## config.mk

```make
export PLATFORM = sky130hd
export DESIGN_NAME = fetch_unit
export DESIGN_NICKNAME = d
export VERILOG_FILES = /design/src/rtl/fetch_unit_pkg.sv /design/src/rtl/fetch_fifo.sv /design/src/rtl/fetch_unit.sv
export SDC_FILE = /design/constraint.sdc
export NUM_CORES = 1
export LEC_CHECK = 0
export BUFFER_PORTS_ARGS = -buffer_cell sky130_fd_sc_hd__buf_2
export CORE_MARGIN = 2
export CORE_UTILIZATION = 50
export CTS_BUF_LIST = sky130_fd_sc_hd__clkbuf_8
export CTS_CLUSTER_DIAMETER = 60
export DETAILED_ROUTE_END_ITERATION = 8
export PLACE_DENSITY_LB_ADDON = 0.25
export SLEW_MARGIN = 20
export SYNTH_ARGS = -nofsm -noshare
export SYNTH_HDL_FRONTEND = slang
export SYNTH_SLANG_ARGS = --single-unit
```

## constraint.sdc

```tcl
create_clock -name clk_i -period 14.35 [get_ports clk_i]
set_input_delay 2.87 -clock clk_i [delete_from_list [all_inputs] [get_ports clk_i]]
set_output_delay 2.87 -clock clk_i [all_outputs]
set_load 0.03 [all_outputs]
```

## src/rtl/fetch_unit_pkg.sv

```systemverilog
// Shared types and constants for the instruction fetch front-end.
package fetch_unit_pkg;

  typedef enum logic [1:0] {
    RUN   = 2'd0,
    FLUSH = 2'd1,
    HALT  = 2'd2
  } fetch_state_t;

  localparam logic [31:0] NOP_INST   = 32'h0000_0013;
  localparam logic [31:0] INST_BYTES = 32'd4;

  // Clear the byte-offset bits of a fetch target.
  function automatic logic [31:0] word_align(input logic [31:0] addr);
    return addr & ~32'h0000_0003;
  endfunction

endpackage

```

## src/rtl/fetch_fifo.sv

```systemverilog
// Prefetch buffer between instruction memory and decode.
// Synchronous FIFO with clear; push and pop may coincide, also when full.
module fetch_fifo #(
  parameter  int unsigned DEPTH = 2,
  parameter  int unsigned WIDTH = 64,
  localparam int unsigned AW    = $clog2(DEPTH),
  localparam int unsigned CW    = AW + 1
) (
  input  logic             clk_i,
  input  logic             rst_n_i,
  input  logic             clear,
  input  logic             push,
  input  logic [WIDTH-1:0] push_data,
  input  logic             pop,
  output logic [WIDTH-1:0] head_data,
  output logic             empty,
  output logic [CW-1:0]    count
);

  logic [WIDTH-1:0] mem [DEPTH];
  logic [AW-1:0]    rd_ptr;
  logic [AW-1:0]    wr_ptr;
  logic [CW-1:0]    cnt;
  logic             full;
  logic             do_push;
  logic             do_pop;

  assign empty     = (cnt == '0);
  assign full      = (cnt == CW'(DEPTH));
  assign do_pop    = pop && !empty;
  assign do_push   = push && (!full || do_pop);
  assign head_data = mem[rd_ptr];
  assign count     = cnt;

  // Pointer and occupancy bookkeeping; clear empties the buffer in one cycle.
  always_ff @(posedge clk_i or negedge rst_n_i) begin
    if (!rst_n_i) begin
      rd_ptr <= '0;
      wr_ptr <= '0;
      cnt    <= '0;
    end else if (clear) begin
      rd_ptr <= '0;
      wr_ptr <= '0;
      cnt    <= '0;
    end else begin
      if (do_push) wr_ptr <= wr_ptr + 1'b1;
      if (do_pop)  rd_ptr <= rd_ptr + 1'b1;
      cnt <= cnt + CW'(do_push) - CW'(do_pop);
    end
  end

  // Entry storage; contents of empty slots are never observed.
  always_ff @(posedge clk_i) begin
    if (do_push && !clear) mem[wr_ptr] <= push_data;
  end

endmodule

```

## src/rtl/fetch_unit.sv

```systemverilog
// Instruction fetch front-end: issues pipelined req/gnt/rvalid fetches,
// buffers returned words in a prefetch FIFO and presents the head to decode.
// Redirects clear the FIFO and drop responses still in flight.
// Optional: FETCH_MISALIGN_TRAP_EN makes a misaligned redirect target set a
// sticky misalign_o flag and halt fetching.
module fetch_unit
  import fetch_unit_pkg::*;
#(
  parameter logic [31:0] RESET_PC   = 32'h0000_0000,
  parameter int unsigned FIFO_DEPTH = 2,
  parameter int unsigned MAX_OUTST  = 2
) (
  input  logic        clk_i,
  input  logic        rst_n_i,
  input  logic        incr_pc_i,
  input  logic        stall_i,
  input  logic        pc_load_i,
  input  logic [31:0] pc_load_addr_i,
  input  logic        halt_i,
  output logic        imem_req_o,
  output logic [31:0] imem_addr_o,
  input  logic        imem_gnt_i,
  input  logic        imem_rvalid_i,
  input  logic [31:0] imem_rdata_i,
  output logic [31:0] d_inst_o,
  output logic [31:0] d_pc_o,
  output logic        d_valid_o,
  output logic        misalign_o
);

  localparam int unsigned CW = $clog2(FIFO_DEPTH) + 1;

  fetch_state_t  state;
  logic [31:0]   fetch_pc;
  logic [31:0]   resp_pc;
  logic [31:0]   pc_hold;
  logic [31:0]   target;
  logic [CW-1:0] outstanding;
  logic [CW-1:0] discard;
  logic [CW-1:0] out_next;
  logic [CW-1:0] discard_dec;
  logic [CW-1:0] fifo_count;
  logic [CW:0]   credit_used;
  logic          load;
  logic          fire;
  logic          accept;
  logic          trap;
  logic          pop;
  logic          fifo_empty;
  logic [63:0]   head_data;
  logic [31:0]   head_pc;
  logic [31:0]   head_inst;

  // Request credit, handshake and response accounting for this cycle.
  always_comb begin
    load        = pc_load_i && (state != HALT);
    target      = word_align(pc_load_addr_i);
    credit_used = {1'b0, outstanding} + {1'b0, fifo_count};
    imem_req_o  = rst_n_i && (state != HALT) && !pc_load_i
                  && (credit_used < (CW + 1)'(FIFO_DEPTH))
                  && (outstanding < CW'(MAX_OUTST));
    fire        = imem_req_o && imem_gnt_i;
    accept      = imem_rvalid_i && !load && (discard == '0);
    out_next    = outstanding + CW'(fire) - CW'(imem_rvalid_i);
    discard_dec = (imem_rvalid_i && (discard != '0)) ? discard - CW'(1) : discard;
    pop         = !fifo_empty && incr_pc_i && !stall_i && !load;
  end

`ifdef FETCH_MISALIGN_TRAP_EN
  logic misalign_q;

  assign trap       = load && (pc_load_addr_i[1:0] != 2'b00);
  assign misalign_o = misalign_q;

  // Sticky misaligned-redirect flag, cleared only by reset.
  always_ff @(posedge clk_i or negedge rst_n_i) begin
    if (!rst_n_i)  misalign_q <= 1'b0;
    else if (trap) misalign_q <= 1'b1;
  end
`else
  assign trap       = 1'b0;
  assign misalign_o = 1'b0;
`endif

  // Fetch FSM with request/response PC counters and in-flight bookkeeping.
  // A redirect reloads discard with the post-cycle outstanding count, so a
  // response arriving in the redirect cycle is already excluded from it.
  always_ff @(posedge clk_i or negedge rst_n_i) begin
    if (!rst_n_i) begin
      state       <= RUN;
      fetch_pc    <= RESET_PC;
      resp_pc     <= RESET_PC;
      outstanding <= '0;
      discard     <= '0;
    end else begin
      outstanding <= out_next;
      if (load) begin
        fetch_pc <= target;
        resp_pc  <= target;
        discard  <= out_next;
        if (trap)                state <= HALT;
        else if (out_next != '0) state <= FLUSH;
        else                     state <= RUN;
      end else begin
        if (fire)   fetch_pc <= fetch_pc + INST_BYTES;
        if (accept) resp_pc  <= resp_pc + INST_BYTES;
        discard <= discard_dec;
        case (state)
          RUN: begin
            if (halt_i) state <= HALT;
          end
          FLUSH: begin
            if (halt_i)                  state <= HALT;
            else if (discard_dec == '0)  state <= RUN;
          end
          HALT: begin
            state <= HALT;
          end
          default: begin
            state <= RUN;
          end
        endcase
      end
    end
  end

  // Remember the PC last shown to decode so it holds while the FIFO is empty.
  always_ff @(posedge clk_i or negedge rst_n_i) begin
    if (!rst_n_i)         pc_hold <= RESET_PC;
    else if (!fifo_empty) pc_hold <= head_pc;
  end

  fetch_fifo #(
    .DEPTH (FIFO_DEPTH),
    .WIDTH (64)
  ) u_fifo (
    .clk_i     (clk_i),
    .rst_n_i   (rst_n_i),
    .clear     (load),
    .push      (accept),
    .push_data ({resp_pc, imem_rdata_i}),
    .pop       (pop),
    .head_data (head_data),
    .empty     (fifo_empty),
    .count     (fifo_count)
  );

  assign {head_pc, head_inst} = head_data;
  assign imem_addr_o = fetch_pc;
  assign d_valid_o   = !fifo_empty;
  assign d_inst_o    = fifo_empty ? NOP_INST : head_inst;
  assign d_pc_o      = fifo_empty ? pc_hold : head_pc;

endmodule
```

==> flow_metrics.tcl <==
set metrics [dict create \
    p_per_area_nw_per_um2 183 \
    crit_arrival_ns 4.12 \
    core-area_sq_um 18800 \
    postSynthCellCount 750 \
    use_met3_pct 4.17 \
    firstDrtPassIters 5 \
    dp.cells 1121 \
    synth_seq_cells 226 \
    portBuffers 165 \
    clock_sinks 226 \
    cts_buffers 37 \
    vias 6265 \
    period_needed_ns 6.99 \
    rows 50 \
    slew_headroom_pct 38.5 \
    viasPerCell 5.28 \
    final_common_cell "buf_2" \
    met1_usage_pct 26.6 \
    required_ns 11.48 \
    cts.repair.resized 0 \
    ir_drop_v 0.0000675 \
    criticalPathCategory "primary input to output pin" \
    rsz0062_at_grt "false" \
    htree_levels 2 \
    synth_area_leaders "edfxtp_1, dfrtp_1, mux2i_1" \
    drc_errors 0 \
    clk_path_buf_depth 3 \
    overflow 0 \
    cp_max_fo 33 \
    dpl.hpwl_mm 12.7 \
    worst_pin_slew_ns 0.923 \
    wl_per_cell_um 16.5 \
    grt_pass1_vias 6079 \
    p_leak_uw 0.00487 \
    synth_top_area_share_pct 38.9 \
    fin_hold_ws_ns 0.477 \
    drv_cap 0 \
    syn_area_sq_um 9570 \
    grt_pass1_wl_mm 31.0 \
    cts_root_buf "clkbuf_8" \
    grtUsageMet2_pct 31.1 \
    area_growth_pct 18.2 \
    drt_iter0_markers 354 \
    globalRoute.busiestLayer "met2" \
    fin_skew_ns 0.0190 \
    yosysUniqueCellTypes 43 \
    cp-start-kind "primary input" \
    initial_core_util_pct 51.0 \
    clk_latency_ns 0.51 \
    grt_max_degree 96 \
    yosys_warnings 0 \
    hold_class "register to register" \
    die-area_sq_um 20300 \
    slew_violations 0 \
    fin_crit_sh_pct 48.7 \
    finalSetupTns_ns 0 \
    antenna_found_initial 0 \
    hold_viol 0 \
    die_w_um 142 \
    post_cts_buffers 0 \
    synth-async-reset-ratio_pct 45.1 \
    fin_nets 1007 \
    synth-edff-count 124 \
    cts_hold_buf 0 \
    synth-main-ff-cell "edfxtp_1" \
    outcome "finished clean" \
    mostFrequentLayoutCells "buf_2, edfxtp_1, dfrtp_1" \
    synth_area_leader_cell "edfxtp_1" \
    die_h_um 142 \
    finalSetupViolations 0 \
    max_freq_mhz 143 \
    fin_cells 1187 \
    ant_nets 0 \
    avgSynthCellArea_sq_um 12.8 \
    gp_congestion 0.838 \
    n_antenna_cell 0 \
    drive_gt1_share_pct 25.0 \
    yosysSeqAreaShare_pct 65.6 \
    grt_use_total_pct 19.4 \
    endpoint_kind "output pin" \
    finalWirelength_mm 19.6 \
    clk_pin_slew_worst_paths_ns 0.06 \
    cts_tree "yes" \
    io_pins 171 \
]
## registers in the layout (all words and copies together) (netlist names)
name / flops
pc_hold: 32
u_fifo.wr_ptr: 1
outstanding: 2
state: 2
u_fifo.rd_ptr: 1
u_fifo.mem: 124
resp_pc: 30
imem_addr_o: 30
u_fifo.count: 2
discard: 2
## routing by layer
| layer | share of wire [%] | wire length (um) |
|---|---|---|
| met4 | 2.3 | 455 |
| met2 | 46 | 8910 |
| met5 | 0 | 0 |
| met3 | 6.6 | 1290 |
| met1 | 46 | 8930 |
## layout make-up
cell class,instances,area [sq um]
flip-flops and latches,226,6280
multi-input cells,482,3120
well taps,234,293
fillers,1527,7450
inverters,8,35.0
clock buffers,41,564
clock inverters,24,123
repair buffers,172,901
## where the power goes
part / total [uW] / leakage [uW] / internal (uW) / switching [uW]
combinational: 690 / 0.00199 / 209 / 482
clock: 518 / 0.000409 / 280 / 239
sequential: 856 / 0.00247 / 801 / 55.4
total: 2060 / 0.00487 / 1290 / 776
## cell families (layout without fill, tap and decap cells)
logic type / Yosys count / in the layout / synth area share [%]
and+or+nand+nor: 248 / 248 / 13.6
AOI/OAI and AO/OA: 98 / 98 / 5.22
xor gates and xnor gates: 60 / 60 / 5.49
DFF: 226 / 226 / 65.6
other: 1 / 3 / 0.0392
muxes: 65 / 65 / 6.81
adders and majority gates: 8 / 8 / 1.12
buffers and inverters: 44 / 245 / 2.13
## synth_stat cells, drive strengths merged, types with 11 or more instances
library cell and instances:
nand3 22, buf 16, and2 11, dfrtp 102, a21oi 51, xor2 37, nand2 69, clkbuf 20
o21ai 42, mux2i 64, nor3 11, xnor2 23, nor2 67, nand4 27, edfxtp 124
## worst max-delay path, cell delays in order
cell	delay, ns
buf_4	0.37
nor2b_1	0.33
nand2_1	0.08
nor4_1	0.20
buf_2	0.25
## through the flow
| stage | setup WS (ns) | instance area, sq um | total power [uW] | utilization (%) |
|---|---|---|---|---|
| floorplan | 7.46 | 9580 | 1350 | - |
| global placement | 7.28 | 10600 | 1550 | 56.5 |
| detailed placement | 7.28 | 10600 | 1560 | 56.5 |
| CTS | 7.29 | 11300 | 2090 | 60.1 |
| global route | 7.21 | 11300 | 2180 | 60.3 |
| finish | 7.36 | 11300 | 2060 | 60.3 |
## final timing paths
check | start | end | slack [ns] | depth (start not counted)
max | rst_n_i | imem_req_o | 7.36 | 5
min | pc_hold[19] | pc_hold[19] | 0.48 | 2
max reg2reg | u_fifo.count[0] | state[0] | 11.11 | 12
min reg2reg | pc_hold[19] | pc_hold[19] | 0.48 | 2
max in group asynchronous | rst_n_i | pc_hold[4] | 10.75 | 2
min in group asynchronous | rst_n_i | imem_addr_o[10] | 2.30 | 1
No activity file was read; power rests on OpenSTA's default activity.
